<file path="src/rtl/reg_2_mem.sv">
// 4-bit register-file / data-memory datapath executing one 10-bit instruction per clock.
// Define REG2MEM_MEM_RESET_EN to make reset also clear the data memory.
module reg_2_mem (
  input  logic       clk,
  input  logic       rst,
  input  logic [9:0] instruction,
  output logic [3:0] res
);

  typedef enum logic [1:0] {
    OP_STORE_DATA    = 2'b00,
    OP_MOVE_TO_MEM   = 2'b01,
    OP_MOVE_FROM_MEM = 2'b10,
    OP_LOAD_DATA     = 2'b11
  } opcode_t;

  opcode_t    op;
  logic [3:0] fld;
  logic [3:0] addr;

  logic [3:0] regs [16];
  logic [3:0] mem  [16];

  assign op   = opcode_t'(instruction[9:8]);
  assign fld  = instruction[7:4];
  assign addr = instruction[3:0];

  // Register file and result register; both are cleared by reset.
  // NOTE: non-blocking assignments here make every read see pre-edge state, so a
  // read of an entry written on the same edge returns the old value.
  always_ff @(posedge clk) begin
    if (rst) begin
      res <= '0;
      for (int i = 0; i < 16; i++) regs[i] <= '0;
    end else begin
      if (op == OP_MOVE_FROM_MEM) regs[fld] <= mem[addr];
      if (op == OP_LOAD_DATA)     res       <= mem[addr];
    end
  end

  // Data memory; reset clears it only in the macro build.
  // NOTE: leaving memory out of reset lets it map onto plain RAM; reset then only
  // blocks writes for that cycle.
  always_ff @(posedge clk) begin
    if (rst) begin
`ifdef REG2MEM_MEM_RESET_EN
      for (int i = 0; i < 16; i++) mem[i] <= '0;
`else
      ;
`endif
    end else begin
      case (op)
        OP_STORE_DATA:  mem[addr] <= fld;
        OP_MOVE_TO_MEM: mem[addr] <= regs[fld];
        default:        ;
      endcase
    end
  end

endmodule

</file>
<file path="config.mk">
export PLATFORM = sky130hd
export DESIGN_NAME = reg_2_mem
export DESIGN_NICKNAME = d
export VERILOG_FILES = /design/src/rtl/reg_2_mem.sv
export SDC_FILE = /design/constraint.sdc
export NUM_CORES = 1
export LEC_CHECK = 0
export ABC_AREA = 1
export BUFFER_PORTS_ARGS = -buffer_cell sky130_fd_sc_hd__buf_2
export CORE_UTILIZATION = 60
export DETAILED_ROUTE_END_ITERATION = 6
export GPL_ROUTABILITY_DRIVEN = 0
export GPL_TIMING_DRIVEN = 0
export PLACE_DENSITY_LB_ADDON = 0.1
export SLEW_MARGIN = 0
export SYNTH_ARGS = -nofsm -noshare
export SYNTH_HDL_FRONTEND = slang
export SYNTH_SLANG_ARGS = --single-unit
</file>
<file path="constraint.sdc">
create_clock -name clk -period 2.4 [get_ports clk]
set_input_delay 0.36 -clock clk [delete_from_list [all_inputs] [get_ports clk]]
set_output_delay 0.36 -clock clk [all_outputs]
set_load 0.01 [all_outputs]
</file>
==> results of run 1 <==
[per-layer routing]
| metal | global-route usage, % | share of wire [%] |
|---|---|---|
| met5 | 0 | 0 |
| met4 | 12.3 | 2.3 |
| met3 | 6.29 | 6.4 |
| met2 | 48.7 | 53 |
| met1 | 32.1 | 38 |
[registers in the layout (all words and copies together), names as in the netlist]
name,cells
mem,64
regs,64
res,4
[worst paths after layout]
path | from | to | slack, ns | cells after the start
max reg2reg | regs[3][1] | mem[13][1] | 0.30 | 8
min | instruction[8] | res[0] | 0.28 | 4
max | instruction[5] | mem[8][2] | 0.21 | 9
min reg2reg | res[0] | res[0] | 0.55 | 2
[power by group]
part	leakage [nW]	internal [mW]	total [mW]	switching (mW)
combinational	1.33	0.113	0.417	0.304
sequential	1.26	2.59	2.61	0.0182
clock	0.305	1.89	2.85	0.962
total	2.89	4.60	5.88	1.28
[placed cells by master (no fill, tap or decap), drive strengths merged]
cell type,count
nand2,336
edfxtp,128
nor2,107
buf,32
clkbuf,22
inv,18
nand3,13
bufinv,6
nand4,4
o21ai,4
a21oi,4
clkinvlp,4
dfxtp,4
nor3,4
clkinv,3
[metrics by stage]
stage	hold WS [ns]	TNS [ns]	power, mW	setup slack, ns
3_3_place_gp	0.520	-20.20	3.06	-0.378
3_5_place_dp	0.538	-24.14	3.07	-0.422
4_1_cts	0.252	0	5.89	0.109
5_1_grt	0.294	0	6.03	0.0354
6_report	0.276	0	5.88	0.215
2_1_floorplan	0.558	0	2.93	0.604
[tightest hold or removal path: stages]
cell and delay (ns):
buf_2 0.10, nand2_1 0.05, inv_1 0.15, a21oi_1 0.09
[kinds of logic after synthesis]
kind of cell | Yosys count | share of synthesized area, %
and+or+nand+nor | 464 | 30.7
AOI/OAI and AO/OA | 8 | 0.662
buffers and inverters | 40 | 3.78
DFF | 132 | 64.8
[final cells by class]
type / count / area share (%)
clock buffer: 18 / 6.02
sequential: 132 / 56.5
tap: 133 / 2.40
inverter: 17 / 0.955
buffer: 23 / 2.34
timing repair buffer: 13 / 1.03
multi-input combinational: 472 / 27.4
clock inverter: 14 / 3.35
[timing repair]
item,CTS,global route
resized for setup,0,1
setup buffers,0,0
hold buffers,0,0
setup endpoints to repair,0,16
hold endpoints to repair,0,0
==> impl_metrics.json, run 1 <==
{
  "outcome": "completed",
  "fin_util_pct": 71.0,
  "powerDensity_mw_per_mm2": 847,
  "synth_cell_type_count": 21,
  "grt_start_max_net_pins": 17,
  "worstPathMaxFanout": 16,
  "start_util_pct": 61.9,
  "seq_area_frac_synth_pct": 64.8,
  "vias": 4413,
  "clockBufferDepth": 2,
  "synth_seq_cells": 132,
  "core-area_sq_mm": 0.00977,
  "critPathTopFamily": "simple AND/OR/NAND/NOR gates",
  "setup_viol": 0,
  "synth_area_leader_cell": "edfxtp_1",
  "syn_area_per_cell_sq_um": 9.40,
  "grt_pass1_vias": 4345,
  "cpMostUsedCell": "nand2_1",
  "numCtsBuffers": 17,
  "worst_ep_required_time_ns": 2.55,
  "hold_violations": 0,
  "synth-main-ff-cell": "edfxtp_1",
  "synth_edf_count": 128,
  "htreeDepth": 4,
  "synth_top_area_share_pct": 63.5,
  "via_per_inst": 5.37,
  "drv_slew": 0,
  "arrival_ns": 2.33,
  "die_area_sq_mm": 0.0105,
  "worst_pin_slew_ns": 1.23,
  "final_cell_area_sq_mm": 0.00694,
  "place_inst": 789,
  "grt-ovfl-total": 0,
  "path_clk_slew_ns": 0.06,
  "antenna_found_initial": 0,
  "synth_most_common_cell": "nand2_1",
  "fin_skew_ns": 0.00641,
  "period_share_pct": 91.1,
  "ys_warn_count": 0,
  "drtIter0Drc": 203,
  "synthesis.nets": 656,
  "crit_buf_inv": 3,
  "period_needed_ns": 2.19,
  "die_w_um": 102,
  "synth_area_sq_mm": 0.00605,
  "rows": 36,
  "maxSlewHeadroom_pct": 17.9,
  "wirelength_um": 13000,
  "diodes": 0,
  "routedWlPerCell_um": 15.8,
  "rsz0062_at_grt": "false",
  "cts_num_sinks": 132,
  "track_usage_pct": 27.6,
  "dr.pass1.iters": 6,
  "seq_area_sq_mm": 0.00392,
  "fin_nets": 688,
  "insertion_delay_ns": 0.52,
  "critical_path.startpoint_type": "input pin",
  "ant_nets": 0,
  "synthTopCellsByArea": "edfxtp_1 64%, nand2_1 21%, nor2_1 5.7%, buf_6 1.5%, dfxtp_1 1.3%",
  "num-fill-cells": 721,
  "path_class": "input pin to flop",
  "cts_root_buffer": "clkbuf_8",
  "cap_violations": 0,
  "crit_path_cell_trace": "buf_2 > inv_1 > clkbuf_1 > nand2_1 > nand2_1 > nand2_1 > nand3_1 > nor2_1 > nor2_1",
  "p_leak_nw": 2.89,
  "numPortBuffers": 12,
  "hold_path.class": "input pin to flop",
  "drc_errors": 0,
  "dieHeight_um": 102,
  "instances_no_fill": 822,
  "ir_drop_uv": 563,
  "endpoint_kind": "flop",
  "placed_area_sq_mm": 0.00628,
  "synth_common_cells": "334 x nand2_1, 128 x edfxtp_1, 92 x nor2_1, 13 x inv_1, 13 x nand3_1",
  "hpwlAfterDp_um": 8880,
  "io_pins": 16,
  "max_freq_mhz": 458,
  "critPathSlowestCell": "nor2_1",
  "multiInputGateArea_sq_mm": 0.00190,
  "max_stage_delay_ns": 0.91,
  "syn2layout_area_growth_pct": 14.7,
  "cts_tree": "built",
  "grt_pass1_wl_um": 20700,
  "drive_gt1_share_pct": 12.6,
  "async_reset_ff_share_pct": 0,
  "synth_cells": 644
}
Power figures use the tool's default switching activity.
==> inputs of run 2 (changes only) <==
--- a/config.mk
+++ b/config.mk
@@ -6,9 +6,10 @@
 export NUM_CORES = 1
 export LEC_CHECK = 0
 export ABC_AREA = 1
-export BUFFER_PORTS_ARGS = -buffer_cell sky130_fd_sc_hd__buf_2
 export CORE_UTILIZATION = 60
+export CTS_BUF_LIST = sky130_fd_sc_hd__clkbuf_2
 export DETAILED_ROUTE_END_ITERATION = 6
+export DONT_BUFFER_PORTS = 1
 export GPL_ROUTABILITY_DRIVEN = 0
 export GPL_TIMING_DRIVEN = 0
 export PLACE_DENSITY_LB_ADDON = 0.1
==> run 2 against run 1 <==
- combinational power down 6.2%
- non-clock buffer count down 11
- fmax up 4.3%
- critical path type is now flop to flop
- total power down 22%
- cell area down 5.8%
- global-route usage down 1.4 points
- largest power group is now registers
- sequential power about the same
- die area unchanged
==> impl_metrics.json, run 2 (synthesis gave the netlist of run 1 again) <==
{
  "p_sw_share_pct": 24.1,
  "via_per_inst": 5.28,
  "period_share_pct": 87.3,
  "die_area_sq_mm": 0.0105,
  "rsz0062_at_grt": "false",
  "fin_util_pct": 66.9,
  "core-area_sq_mm": 0.00977,
  "diodes": 0,
  "hold_violations": 0,
  "path_class": "flop to flop",
  "routedWlPerCell_um": 15.4,
  "vias": 4279,
  "antenna_found_initial": 0,
  "critical_path.startpoint_type": "flop",
  "path_clk_slew_ns": 0.21,
  "multiInputGateArea_sq_mm": 0.00190,
  "dieHeight_um": 102,
  "cts_root_buffer": "clkbuf_2",
  "p_clk_share_pct": 34.6,
  "seq_area_sq_mm": 0.00392,
  "htreeDepth": 4,
  "fin_nets": 677,
  "ant_nets": 0,
  "tns_ns": 0,
  "critPathSlowestCell": "nor2_1",
  "seqPwrFrac_pct": 56.9,
  "die_w_um": 102,
  "cts_tree": "built",
  "cpMostUsedCell": "nand2_1",
  "max_stage_delay_ns": 0.88,
  "numPortBuffers": 0,
  "power_frac_comb_pct": 8.5,
  "period_needed_ns": 2.10,
  "drtIter0Drc": 177,
  "crit_path_cell_trace": "nand2_1 > nand2_1 > nand2_1 > nand2_1 > nand2_1 > nand3_1 > nor2_1 > nor2_1",
  "num-fill-cells": 792,
  "clockBufferDepth": 2,
  "syn2layout_area_growth_pct": 8.04,
  "worstPathMaxFanout": 16,
  "rows": 36,
  "ir_drop_uv": 466,
  "start_util_pct": 61.9,
  "totalPowerFinal_mw": 4.59,
  "drv_slew": 0,
  "internal_power_mw": 3.48,
  "p_leak_nw": 2.70,
  "track_usage_pct": 26.2,
  "arrival_ns": 2.39,
  "top_regs": "mem: 64 flops, regs: 64 flops, res: 4 flops",
  "crit_buf_inv": 0,
  "maxSlewHeadroom_pct": 20.9,
  "grt_pass1_vias": 4247,
  "outcome": "completed",
  "hpwlAfterDp_um": 8900,
  "cap_violations": 0,
  "final_cell_mix": "334 x nand2_1, 128 x edfxtp_1, 91 x nor2_1",
  "final_common_cell": "nand2_1",
  "dr.pass1.iters": 4,
  "insertion_delay_ns": 0.67,
  "drive_gt1_share_pct": 10.9,
  "setup_viol": 0,
  "powerDensity_mw_per_mm2": 702,
  "worst_pin_slew_ns": 1.18,
  "grt_start_max_net_pins": 17,
  "final_cell_area_sq_mm": 0.00654,
  "grt-ovfl-total": 0,
  "numCtsBuffers": 17,
  "worst_ep_required_time_ns": 2.70,
  "critPathTopFamily": "simple AND/OR/NAND/NOR gates",
  "wirelength_um": 12500,
  "fin_skew_ns": 0.0305,
  "io_pins": 16,
  "drc_errors": 0,
  "cts_num_sinks": 132,
  "placed_area_sq_mm": 0.00622,
  "endpoint_kind": "flop",
  "p_sw_mw": 1.11,
  "grt_pass1_wl_um": 19700,
  "hold_path.class": "input pin to flop",
  "hold_ws_ns": 0.0782,
  "max_freq_mhz": 477
}
## run 2: cell count changes in the layout (fill, tap and decap cells not counted), sizes merged
| cell | before | now |
|---|---|---|
| clkinv | 3 | 4 |
| dlygate4sd3 | 0 | 2 |
| bufinv | 6 | 5 |
| clkinvlp | 4 | 3 |
| buf | 32 | 19 |
## run 2: metrics by stage
stage          setup WS (ns)  instances
2_1_floorplan          0.604        644
3_3_place_gp          -0.286        777
3_5_place_dp          -0.377        777
4_1_cts                0.110        810
5_1_grt               0.0130        810
6_report               0.305        810
## run 2: power groups by stage
stage | Clock, mW | Sequential [mW] | Combinational, mW
2_1_floorplan | 0 | 2.65 | 0.279
3_3_place_gp | 0 | 2.66 | 0.381
3_5_place_dp | 0 | 2.66 | 0.388
4_1_cts | 1.60 | 2.61 | 0.392
5_1_grt | 1.69 | 2.62 | 0.435
6_report | 1.59 | 2.61 | 0.391
## run 2: timing repair
item / 4_1_cts / 5_1_grt
hold buffers: 2 / 0
setup endpoints to repair: 0 / 8
buffers inserted: 0 / 0
gates resized for setup: 0 / 1
hold endpoints to repair: 4 / 0
## run 2: path summary, 6_finish.rpt
check / endpoint / cells past startpoint / start / slack [ns]
min reg2reg: res[1] / 2 / res[1] / 0.61
min: regs[12][3] / 3 / instruction[5] / 0.08
max reg2reg: mem[11][0] / 8 / regs[1][0] / 0.30
max: mem[11][0] / 8 / regs[1][0] / 0.30
## run 2: tightest hold or removal path, delay by kind of cell
kind             cells  cell delay (ns)
and+or+nand+nor      3             0.26
## run 2: metal layers
metal,up-vias,part of all wire (%),track usage [%]
met5,-,0,0
met4,0,2.7,13.6
met3,30,5.3,6.70
met2,130,53,47.7
met1,2005,39,27.7
li1,2114,-,-
## run 2: cell type report
cell class,instances,area share (%)
flip-flops and latches,132,60.0
multi-input cells,472,29.1
clock inverters,13,3.18
well taps,133,2.54
plain buffers,23,2.49
clock buffers,18,1.38
inverters,17,1.01
repair buffers,2,0.306
